<file path="config.mk">
export PLATFORM = sky130hd
export DESIGN_NAME = hilo_muldiv_flat
export DESIGN_NICKNAME = d
export VERILOG_FILES = /design/src/rtl/hilo_muldiv_if.sv /design/src/rtl/hilo_muldiv.sv /design/src/flat_wrapper.sv
export SDC_FILE = /design/constraint.sdc
export NUM_CORES = 1
export LEC_CHECK = 0
export ABC_AREA = 1
export BUFFER_PORTS_ARGS = -buffer_cell sky130_fd_sc_hd__buf_2
export CAP_MARGIN = 20
export CORE_UTILIZATION = 62
export CTS_CLUSTER_DIAMETER = 150
export CTS_CLUSTER_SIZE = 40
export DETAILED_ROUTE_END_ITERATION = 8
export PLACE_DENSITY_LB_ADDON = 0.08
export SETUP_SLACK_MARGIN = 0.5
export SYNTH_ARGS = -nofsm -noshare
export SYNTH_HDL_FRONTEND = slang
export SYNTH_SLANG_ARGS = --single-unit
export TNS_END_PERCENT = 1
</file>
<file path="constraint.sdc">
create_clock -name clk -period 3.3 [get_ports clk]
set_input_delay 0 -clock clk [delete_from_list [all_inputs] [get_ports clk]]
set_output_delay 0 -clock clk [all_outputs]
set_load 0.005 [all_outputs]
</file>
<file path="src/rtl/hilo_muldiv_if.sv">
// Operand, control and result bundle for the HI/LO multiply/divide unit.
interface hilo_muldiv_if;
  logic        start;
  logic        Mul;
  logic        Div;
  logic        Unsigned;
  logic [31:0] op_a;
  logic [31:0] op_b;
  logic        WriteHi;
  logic        WriteLo;
  logic [31:0] write_data;
  logic [31:0] hi;
  logic [31:0] lo;
  logic        busy;
  logic        done;
  logic        div_by_zero;

  modport master (
    output start, Mul, Div, Unsigned, op_a, op_b, WriteHi, WriteLo, write_data,
    input  hi, lo, busy, done, div_by_zero
  );

  modport slave (
    input  start, Mul, Div, Unsigned, op_a, op_b, WriteHi, WriteLo, write_data,
    output hi, lo, busy, done, div_by_zero
  );
endinterface

</file>
<file path="src/rtl/hilo_muldiv.sv">
// MIPS-style HI/LO multiply/divide unit: iterative shift-add multiply, restoring divide.
// Define HILO_FAST_MUL_EN to replace the iterative multiply with a single-cycle multiplier.
module hilo_muldiv (
  input logic         clk,
  input logic         reset,
  hilo_muldiv_if.slave bus
);

  typedef enum logic [1:0] {IDLE, CALC, SIGN} state_t;

  state_t      r_state;
  state_t      w_nextState;
  logic        w_accept;
  logic        w_step;
  logic        w_commit;

  logic [4:0]  r_cnt;
  logic        r_isDiv;
  logic        r_divZero;
  logic        r_negRes;
  logic        r_negRem;
  logic [63:0] r_acc;
  logic [31:0] r_opnd;
  logic [31:0] r_hi;
  logic [31:0] r_lo;
  logic        r_done;
  logic        r_dbz;

  logic [31:0] w_absA;
  logic [31:0] w_absB;
  logic [32:0] w_mulSum;
  logic [32:0] w_divShift;
  logic [32:0] w_divDiff;
  logic [63:0] w_prod;
  logic [31:0] w_quo;
  logic [31:0] w_rem;

  assign w_absA = (!bus.Unsigned && bus.op_a[31]) ? (~bus.op_a + 32'd1) : bus.op_a;
  assign w_absB = (!bus.Unsigned && bus.op_b[31]) ? (~bus.op_b + 32'd1) : bus.op_b;

  // r_acc holds {partial product, multiplier} for multiply and {remainder, quotient} for divide
  assign w_mulSum   = {1'b0, r_acc[63:32]} + (r_acc[0] ? {1'b0, r_opnd} : 33'd0);
  assign w_divShift = {r_acc[63:32], r_acc[31]};
  assign w_divDiff  = w_divShift - {1'b0, r_opnd};

  assign w_prod = r_negRes ? (~r_acc + 64'd1) : r_acc;
  assign w_quo  = r_negRes ? (~r_acc[31:0] + 32'd1) : r_acc[31:0];
  assign w_rem  = r_negRem ? (~r_acc[63:32] + 32'd1) : r_acc[63:32];

  always_ff @(posedge clk or negedge reset) begin
    if (!reset) r_state <= IDLE;
    else        r_state <= w_nextState;
  end

  always_comb begin
    w_nextState = r_state;
    w_accept    = 1'b0;
    w_step      = 1'b0;
    w_commit    = 1'b0;
    case (r_state)
      IDLE: begin
        if (bus.start && (bus.Mul ^ bus.Div)) begin
          w_accept    = 1'b1;
          w_nextState = CALC;
`ifdef HILO_FAST_MUL_EN
          if (bus.Mul) w_nextState = SIGN;
`endif
        end
      end
      CALC: begin
        w_step = 1'b1;
        if (r_cnt == 5'd31) w_nextState = SIGN;
      end
      SIGN: begin
        w_commit    = 1'b1;
        w_nextState = IDLE;
      end
      default: w_nextState = IDLE;
    endcase
  end

  always_ff @(posedge clk or negedge reset) begin
    if (!reset) begin
      r_cnt     <= 5'd0;
      r_isDiv   <= 1'b0;
      r_divZero <= 1'b0;
      r_negRes  <= 1'b0;
      r_negRem  <= 1'b0;
      r_acc     <= 64'd0;
      r_opnd    <= 32'd0;
      r_hi      <= 32'd0;
      r_lo      <= 32'd0;
      r_done    <= 1'b0;
      r_dbz     <= 1'b0;
    end else begin
      r_done <= w_commit;
      r_dbz  <= w_commit & r_isDiv & r_divZero;
      if (w_accept) begin
        r_isDiv   <= bus.Div;
        r_divZero <= (bus.op_b == 32'd0);
        r_negRes  <= !bus.Unsigned && (bus.op_a[31] ^ bus.op_b[31]);
        r_negRem  <= !bus.Unsigned && bus.op_a[31];
        r_cnt     <= 5'd0;
        if (bus.Div) begin
          r_acc  <= {32'd0, w_absA};
          r_opnd <= w_absB;
        end else begin
`ifdef HILO_FAST_MUL_EN
          r_acc  <= {32'd0, w_absA} * {32'd0, w_absB};
`else
          r_acc  <= {32'd0, w_absB};
`endif
          r_opnd <= w_absA;
        end
      end
      if (w_step) begin
        r_cnt <= r_cnt + 5'd1;
        if (r_isDiv) begin
          if (!w_divDiff[32]) r_acc <= {w_divDiff[31:0], r_acc[30:0], 1'b1};
          else                r_acc <= {w_divShift[31:0], r_acc[30:0], 1'b0};
        end else begin
          r_acc <= {w_mulSum, r_acc[31:1]};
        end
      end
      // MTHI/MTLO land in IDLE; a start on the same edge overwrites them at commit
      if (r_state == IDLE) begin
        if (bus.WriteHi) r_hi <= bus.write_data;
        if (bus.WriteLo) r_lo <= bus.write_data;
      end
      if (w_commit) begin
        if (!r_isDiv) begin
          r_hi <= w_prod[63:32];
          r_lo <= w_prod[31:0];
        end else if (!r_divZero) begin
          r_hi <= w_rem;
          r_lo <= w_quo;
        end
      end
    end
  end

  assign bus.hi          = r_hi;
  assign bus.lo          = r_lo;
  assign bus.busy        = (r_state != IDLE);
  assign bus.done        = r_done;
  assign bus.div_by_zero = r_dbz;

endmodule

</file>
<file path="src/flat_wrapper.sv">
// flat-port wrapper written by rule: the top's interface ports become plain ports
module hilo_muldiv_flat 
  (clk, reset, bus_start, bus_Mul, bus_Div, bus_Unsigned, bus_op_a, bus_op_b, bus_WriteHi, bus_WriteLo, bus_write_data, bus_hi, bus_lo, bus_busy, bus_done, bus_div_by_zero);
  hilo_muldiv_if bus_i ();
  input logic clk;
  input logic reset;
  input wire logic [$bits(bus_i.start)-1:0] bus_start;
  input wire logic [$bits(bus_i.Mul)-1:0] bus_Mul;
  input wire logic [$bits(bus_i.Div)-1:0] bus_Div;
  input wire logic [$bits(bus_i.Unsigned)-1:0] bus_Unsigned;
  input wire logic [$bits(bus_i.op_a)-1:0] bus_op_a;
  input wire logic [$bits(bus_i.op_b)-1:0] bus_op_b;
  input wire logic [$bits(bus_i.WriteHi)-1:0] bus_WriteHi;
  input wire logic [$bits(bus_i.WriteLo)-1:0] bus_WriteLo;
  input wire logic [$bits(bus_i.write_data)-1:0] bus_write_data;
  output wire logic [$bits(bus_i.hi)-1:0] bus_hi;
  output wire logic [$bits(bus_i.lo)-1:0] bus_lo;
  output wire logic [$bits(bus_i.busy)-1:0] bus_busy;
  output wire logic [$bits(bus_i.done)-1:0] bus_done;
  output wire logic [$bits(bus_i.div_by_zero)-1:0] bus_div_by_zero;
  assign bus_i.start = bus_start;
  assign bus_i.Mul = bus_Mul;
  assign bus_i.Div = bus_Div;
  assign bus_i.Unsigned = bus_Unsigned;
  assign bus_i.op_a = bus_op_a;
  assign bus_i.op_b = bus_op_b;
  assign bus_i.WriteHi = bus_WriteHi;
  assign bus_i.WriteLo = bus_WriteLo;
  assign bus_i.write_data = bus_write_data;
  assign bus_hi = bus_i.hi;
  assign bus_lo = bus_i.lo;
  assign bus_busy = bus_i.busy;
  assign bus_done = bus_i.done;
  assign bus_div_by_zero = bus_i.div_by_zero;
  hilo_muldiv u_core (.clk(clk), .reset(reset), .bus(bus_i));
endmodule
</file>
==> flow_metrics.env, run 1 <==
export IMPL_pin_count=171
export IMPL_cts_path_max_buffers=2
export IMPL_synth_cells=3291
export IMPL_dpl_instance_area_mm2=0.0202
export IMPL_crit_required_ns=3.66
export IMPL_antenna_found_initial=3
export IMPL_finalSetupViolations=0
export IMPL_insertion_delay_ns=0.46
export IMPL_drtPass1Iterations=8
export IMPL_arrival_ns=3.13
export IMPL_synth_cell_types=59
export IMPL_clock_fmax_mhz=361
export IMPL_cp_start_kind="flip-flop"
export IMPL_clkTransAtPathRegs_ns=0.08
export IMPL_wl_um=76300
export IMPL_synth_fp_nets=3467
export IMPL_drt_initial_drc_count=3475
export IMPL_holdWs_ns=-0.00918
export IMPL_synth_edf_count=0
export IMPL_cts_tree="done"
export IMPL_period_share=0.840
export IMPL_grt_remaining_overflow=0
export IMPL_gp_congestion=1.08
export IMPL_maxSlewViolCount=0
export IMPL_rows=63
export IMPL_failed_checks="hold timing"
export IMPL_power_density_mw_per_mm2=1130
export IMPL_worst_pin_slew_ns=0.897
export IMPL_antenna_left=0
export IMPL_wl_per_cell_um=19.7
export IMPL_track_usage=0.482
export IMPL_yosysWarningCount=0
export IMPL_cts_sinks=173
export IMPL_ys_seq_area_frac=0.229
export IMPL_syn_area_mm2=0.0189
export IMPL_grt_start_max_net_pins=85
export IMPL_die_w_um=177
export IMPL_drc=0
export IMPL_ir_drop_v=0.000686
export IMPL_finalClockSkew_ns=0.0151
export IMPL_final_hold_violation_count=1
export IMPL_dp_cells=3787
export IMPL_hp_class="in -> reg"
export IMPL_synthFlopType="dfrtp_1"
export IMPL_async_flop_share=1.00
export IMPL_vias=24000
export IMPL_fillers=2642
export IMPL_outcome="complete, but fails checks"
export IMPL_avgSynthCellArea_um2=5.76
export IMPL_hpwl_um=58600
export IMPL_numCtsBuffers=17
export IMPL_drive_above_1_share=0.0984
export IMPL_die_h_um=177
export IMPL_fin_area_mm2=0.0214
export IMPL_crit_path_end_kind="flip-flop"
export IMPL_viasPerCell=6.18
export IMPL_grt_setup_unrepaired="true"
export IMPL_period_minus_slack_ns=2.77
export IMPL_clock_root_buffer="clkbuf_16"
export IMPL_port_buffers=170
export IMPL_initial_utilization=0.634
export IMPL_htree_levels=4
export IMPL_ys_seq_elements=173
export IMPL_grt_pass1_wl_um=116000
export IMPL_p_leak_nw=11.4
export IMPL_stdcell_count=3878
export IMPL_final_nets=3650
export IMPL_path_max_fanout=32
export IMPL_fp_dieArea_mm2=0.0313
export IMPL_grt_pass1_vias=21800
export IMPL_max_slew_margin=0.398
export IMPL_fin_ws_ns=0.527
export IMPL_cap_violations=0
export IMPL_core_mm2=0.0299
export IMPL_areaGrowthSynthToFinish_pct=13.1
export IMPL_critPathKind="reg -> reg"
export IMPL_fin_tns_setup_ns=0
export IMPL_dpl_worst_slack_ns=0.308
==> cell usage after synthesis (all sizes together), types with 3 or more instances <==
cell type / count / area share
inv: 449 / 0.089
nor3: 36 / 0.0098
mux2i: 5 / 0.0026
o221ai: 12 / 0.0055
nor2: 376 / 0.079
xnor2: 18 / 0.0083
nand3b: 11 / 0.0044
dfrtp: 173 / 0.23
o22ai: 7 / 0.0023
ha: 70 / 0.046
xor2: 52 / 0.024
a21o: 5 / 0.0020
and2: 3 / 0.00099
o211ai: 33 / 0.013
nand2: 1086 / 0.22
or2: 7 / 0.0023
o21bai: 3 / 0.0012
a22oi: 14 / 0.0055
a21oi: 192 / 0.051
nand4: 30 / 0.011
a211oi: 3 / 0.0012
o21ai: 216 / 0.058
clkinv: 4 / 0.00092
a31oi: 41 / 0.014
buf: 53 / 0.015
o21a: 6 / 0.0024
nand3: 300 / 0.081
clkbuf: 67 / 0.013
==> placed cells by master (no fill, tap or decap), types with 7 or more instances in the layout <==
master / count
a21oi_1: 191
a22oi_1: 14
a31oi_1: 41
buf_2: 169
buf_4: 54
clkbuf_16: 17
dfrtp_1: 170
dlygate4sd3_1: 54
ha_1: 70
inv_1: 435
inv_2: 14
nand2_1: 1071
nand2_2: 12
nand3_1: 293
nand3b_1: 11
nand4_1: 29
nor2_1: 352
nor2_2: 17
nor2_4: 7
nor3_1: 35
o211ai_1: 33
o21ai_0: 191
o21ai_1: 21
o221ai_1: 12
o22ai_1: 7
xnor2_1: 18
xor2_1: 52
==> cells by family after synthesis <==
group                    share of synthesized area
AND/OR/NAND/NOR                              0.409
buffers and inverters                        0.118
AO/OA/AOI/OAI                                0.160
flip-flops                                   0.229
adder cells (fa/ha/maj)                     0.0484
XOR/XNOR                                    0.0324
multiplexers                               0.00383
==> metal layers <==
| metal | track usage | share of wire | vias up |
|---|---|---|---|
| li1 | - | - | 11000 |
| met1 | 0.596 | 0.36 | 10700 |
| met2 | 0.738 | 0.42 | 1907 |
| met3 | 0.120 | 0.13 | 396 |
| met4 | 0.332 | 0.082 | 4 |
| met5 | 0 | 0.00031 | - |
==> worst max-delay path, cell delays in order, from the launching register on <==
cell     delay [ns]
dfrtp_1        0.47
buf_6          0.22
nand2_1        0.10
inv_1          0.11
ha_1           0.36
nand2_1        0.11
o21ai_0        0.39
nand2_1        0.11
nand2_1        0.12
a21oi_1        0.09
nand3_1        0.08
nand2_1        0.05
nor2_1         0.24
nor2_1         0.08
nand2_1        0.10
nand2_1        0.05
==> metrics by stage <==
step	utilization	total power [mW]
after global routing	0.717	26.0
after detailed placement	0.676	20.8
after global placement	0.676	20.3
after CTS	0.716	23.3
final	0.717	24.1
after floorplan	-	15.8
==> timing repair <==
action,4_1_cts,5_1_grt
buffers inserted,3,0
pin swaps,1,0
endpoints found under the setup margin,26,35
resized for setup,4,4
hold endpoints to repair,109,1
gates cloned,1,0
hold buffers,53,1
==> final timing paths <==
kind                                            endpoint  cells after the start  slack, ns                   startpoint
max                         u_core.r_acc[58]$_DFFE_PN0P_                     15       0.53  u_core.r_acc[0]$_DFFE_PN0P_
min                        u_core.r_opnd[12]$_DFFE_PN0P_                      5     -0.009                 bus_op_a[12]
max reg2reg                 u_core.r_acc[58]$_DFFE_PN0P_                     15       0.53  u_core.r_acc[0]$_DFFE_PN0P_
min reg2reg                  u_core.r_cnt[4]$_DFFE_PN0P_                      1       0.52  u_core.r_cnt[4]$_DFFE_PN0P_
max in group asynchronous     u_core.r_isDiv$_DFFE_PN0P_                      3       2.32                        reset
min in group asynchronous    u_core.bus.hi[31]$_DFF_PN0_                      2       0.10                        reset
==> flip-flops by register name, indices dropped and copies added, names as in the netlist <==
signal                  count
u_core.r_state              2
u_core.r_acc               64
u_core.r_negRem             1
u_core.r_cnt                5
u_core.bus.done             1
u_core.bus.hi              32
u_core.r_isDiv              1
u_core.r_divZero            1
u_core.r_negRes             1
u_core.bus.lo              32
u_core.r_opnd              32
u_core.bus.div_by_zero      1
==> final cells by class <==
cell class	instances	area [µm²]	area share
multi-input combinational	2546	12400	0.579
timing repair buffer	283	1890	0.0884
clock inverter	15	169	0.00788
inverter	453	1710	0.0797
antenna	1	2.50	0.000117
clock buffer	17	425	0.0199
tap	390	488	0.0228
sequential	173	4330	0.202
==> where the power goes <==
part,switching [mW],internal [mW],leakage [nW],total [mW]
logic,11.8,5.90,9.05,17.7
clock network,1.08,1.03,0.290,2.11
registers,1.17,3.20,2.07,4.37
Note: power is estimated with default switching activity, not from simulation.
==> run 2, diff against run 1 <==
Clock period 3.3 ns to 2.8 ns, I/O delays scaled along.
==> flow_metrics.env, run 2 (synthesis results as in run 1) <==
export IMPL_outcome="finished, final reports clean"
export IMPL_gp_congestion=1.06
export IMPL_hpwl_um=59600
export IMPL_grt_setup_unrepaired="true"
export IMPL_cp_start_kind="flip-flop"
export IMPL_power_frac_clock=0.082
export IMPL_worst_pin_slew_ns=0.688
export IMPL_port_buffers=170
export IMPL_antenna_left=0
export IMPL_regArea_mm2=0.00433
export IMPL_top_register="u_core.r_acc"
export IMPL_hp_class="in -> reg"
export IMPL_period_minus_slack_ns=2.56
export IMPL_reg2reg_setup_slack_ns=0.24
export IMPL_ir_drop_v=0.000935
export IMPL_multi_input_area_mm2=0.0132
export IMPL_fillers=2423
export IMPL_cts_path_max_buffers=2
export IMPL_crit_required_ns=3.20
export IMPL_hold_path_cell_count=5
export IMPL_track_usage=0.502
export IMPL_min_to="u_core.bus.lo[30]$_DFF_PN0_"
export IMPL_drc=0
export IMPL_maxSlewViolCount=0
export IMPL_die_w_um=177
export IMPL_final_nets=3700
export IMPL_r2r_end="u_core.r_acc[45]$_DFFE_PN0P_"
export IMPL_drtPass1Iterations=8
export IMPL_switching_share=0.575
export IMPL_grt_start_max_net_pins=74
export IMPL_path_max_fanout=3
export IMPL_p_total_mw=31.5
export IMPL_drt_initial_drc_count=4070
export IMPL_htree_levels=4
export IMPL_fp_dieArea_mm2=0.0313
export IMPL_worstPathCellList="nand2_2 > inv_2 > ha_2 > inv_1 > fa_2 > inv_2 > nand3_2 > nand2_2 > nand3_1 > nand2_2 > nand3_2 > nand2_4 > nand2_1 > a31oi_1 > o21ai_1 > nand2_1"
export IMPL_diodes=0
export IMPL_holdCritStartpoint="bus_write_data[30]"
export IMPL_viasPerCell=6.27
export IMPL_dp_cells=3824
export IMPL_critPathTopFamily="simple AND/OR/NAND/NOR gates"
export IMPL_clkTransAtPathRegs_ns=0.08
export IMPL_insertion_delay_ns=0.46
export IMPL_p_int_mw=13.4
export IMPL_dpl_worst_slack_ns=-0.0287
export IMPL_critPathMaxStageDelay_ns=0.47
export IMPL_p_switching_mw=18.1
export IMPL_final_hold_violation_count=0
export IMPL_utilization=0.757
export IMPL_core_mm2=0.0299
export IMPL_final_common_cell="nand2_1"
export IMPL_fin_tns_setup_ns=0
export IMPL_combPwrFrac=0.760
export IMPL_cts_tree="done"
export IMPL_die_h_um=177
export IMPL_stdcell_count=3927
export IMPL_finalSetupViolations=0
export IMPL_wl_um=80200
export IMPL_p_leak_nw=11.7
export IMPL_slowest_stage="dfrtp_1"
export IMPL_grt_pass1_vias=22000
export IMPL_r2r_start="u_core.r_opnd[0]$_DFFE_PN0P_"
export IMPL_rows=63
export IMPL_grt_pass1_wl_um=120000
export IMPL_power_density_mw_per_mm2=1390
export IMPL_clock_fmax_mhz=391
export IMPL_clock_root_buffer="clkbuf_16"
export IMPL_cap_violations=0
export IMPL_initial_utilization=0.634
export IMPL_arrival_ns=2.95
export IMPL_drive_above_1_share=0.154
export IMPL_numCtsBuffers=17
export IMPL_r2r_cells=16
export IMPL_vias=24600
export IMPL_cts_sinks=173
export IMPL_pin_count=171
export IMPL_critPathKind="reg -> reg"
export IMPL_fin_ws_ns=0.245
export IMPL_layout_common_cells="1,035 x nand2_1, 428 x inv_1, 325 x nor2_1"
export IMPL_finalClockSkew_ns=0.0217
export IMPL_path_buf_inv=3
export IMPL_max_slew_margin=0.541
export IMPL_largest_reg_flops=64
export IMPL_wl_per_cell_um=20.4
export IMPL_areaGrowthSynthToFinish_pct=19.4
export IMPL_crit_path_frequent_cell="nand2_2"
export IMPL_grt_remaining_overflow=0
export IMPL_period_share=0.913
export IMPL_p_seq_frac=0.159
export IMPL_antenna_found_initial=0
export IMPL_crit_path_end_kind="flip-flop"
run 2: cell count changes in the layout (fill, tap and decap cells not counted), moves of 24 or more:
cell	previous run	this run
ha_1	70	38
nand2_1	1071	1035
buf_4	54	108
nor2_1	352	325
nand2_2	12	41
ha_4	0	24
run 2: worst max-delay path by stage:
stage          slack (ns)                            to                    startpoint  cells past startpoint
2_1_floorplan        0.50  u_core.r_acc[59]$_DFFE_PN0P_   u_core.r_acc[0]$_DFFE_PN0P_                     21
3_3_place_gp         0.06  u_core.r_acc[55]$_DFFE_PN0P_  u_core.r_opnd[0]$_DFFE_PN0P_                     18
3_5_place_dp        -0.03  u_core.r_acc[39]$_DFFE_PN0P_  u_core.r_opnd[0]$_DFFE_PN0P_                     16
4_1_cts              0.42  u_core.r_acc[58]$_DFFE_PN0P_  u_core.r_opnd[0]$_DFFE_PN0P_                     17
5_1_grt              0.18  u_core.r_acc[45]$_DFFE_PN0P_   u_core.r_acc[0]$_DFFE_PN0P_                     16
6_report             0.24  u_core.r_acc[45]$_DFFE_PN0P_  u_core.r_opnd[0]$_DFFE_PN0P_                     16
run 2: tightest hold or removal path, cell delays in order:
cell     delay [ns]
buf_2          0.07
inv_1          0.06
a21oi_1        0.15
o21ai_0        0.10
inv_1          0.06
run 2: metrics by stage:
stage          hold WS [ns]  instance area, µm²
2_1_floorplan        -0.296               19000
3_3_place_gp        -0.0368               20500
3_5_place_dp        -0.0259               20500
4_1_cts            0.000939               22200
5_1_grt            0.000859               22600
6_report             0.0123               22600
run 2: layout make-up:
cell class	instances	share of cell area
clock inverter	14	0.00775
multi-input combinational	2549	0.586
inverter	453	0.0756
clock buffer	18	0.0190
tap	390	0.0216
timing repair buffer	330	0.0987
sequential	173	0.192
run 2: layer usage:
layer  vias up  wire length, µm  part of all wire  global-route usage
met1     11000            28600              0.36               0.626
met2      2042            34200              0.43               0.765
met3       460            11000              0.14               0.128
met5         -                0                 0                   0
li1      11100                -                 -                   -
met4         0             6420             0.080               0.336
run 2: power groups by stage:
stage / Combinational (mW) / Sequential, mW / Clock [mW]
after global placement: 19.6 / 4.79 / 0
after detailed placement: 20.1 / 4.86 / 0
after global routing: 25.8 / 5.05 / 2.63
final: 23.9 / 4.99 / 2.57
after CTS: 21.9 / 4.85 / 2.52
after floorplan: 14.0 / 4.74 / 0
run 2: timing repair:
item	in CTS	in global routing
pin swaps	32	19
cloned	4	0
buffers inserted	9	13
hold buffers	45	0
endpoints found under the setup margin	97	111
endpoints found under the hold margin	152	0
resized for setup	125	67
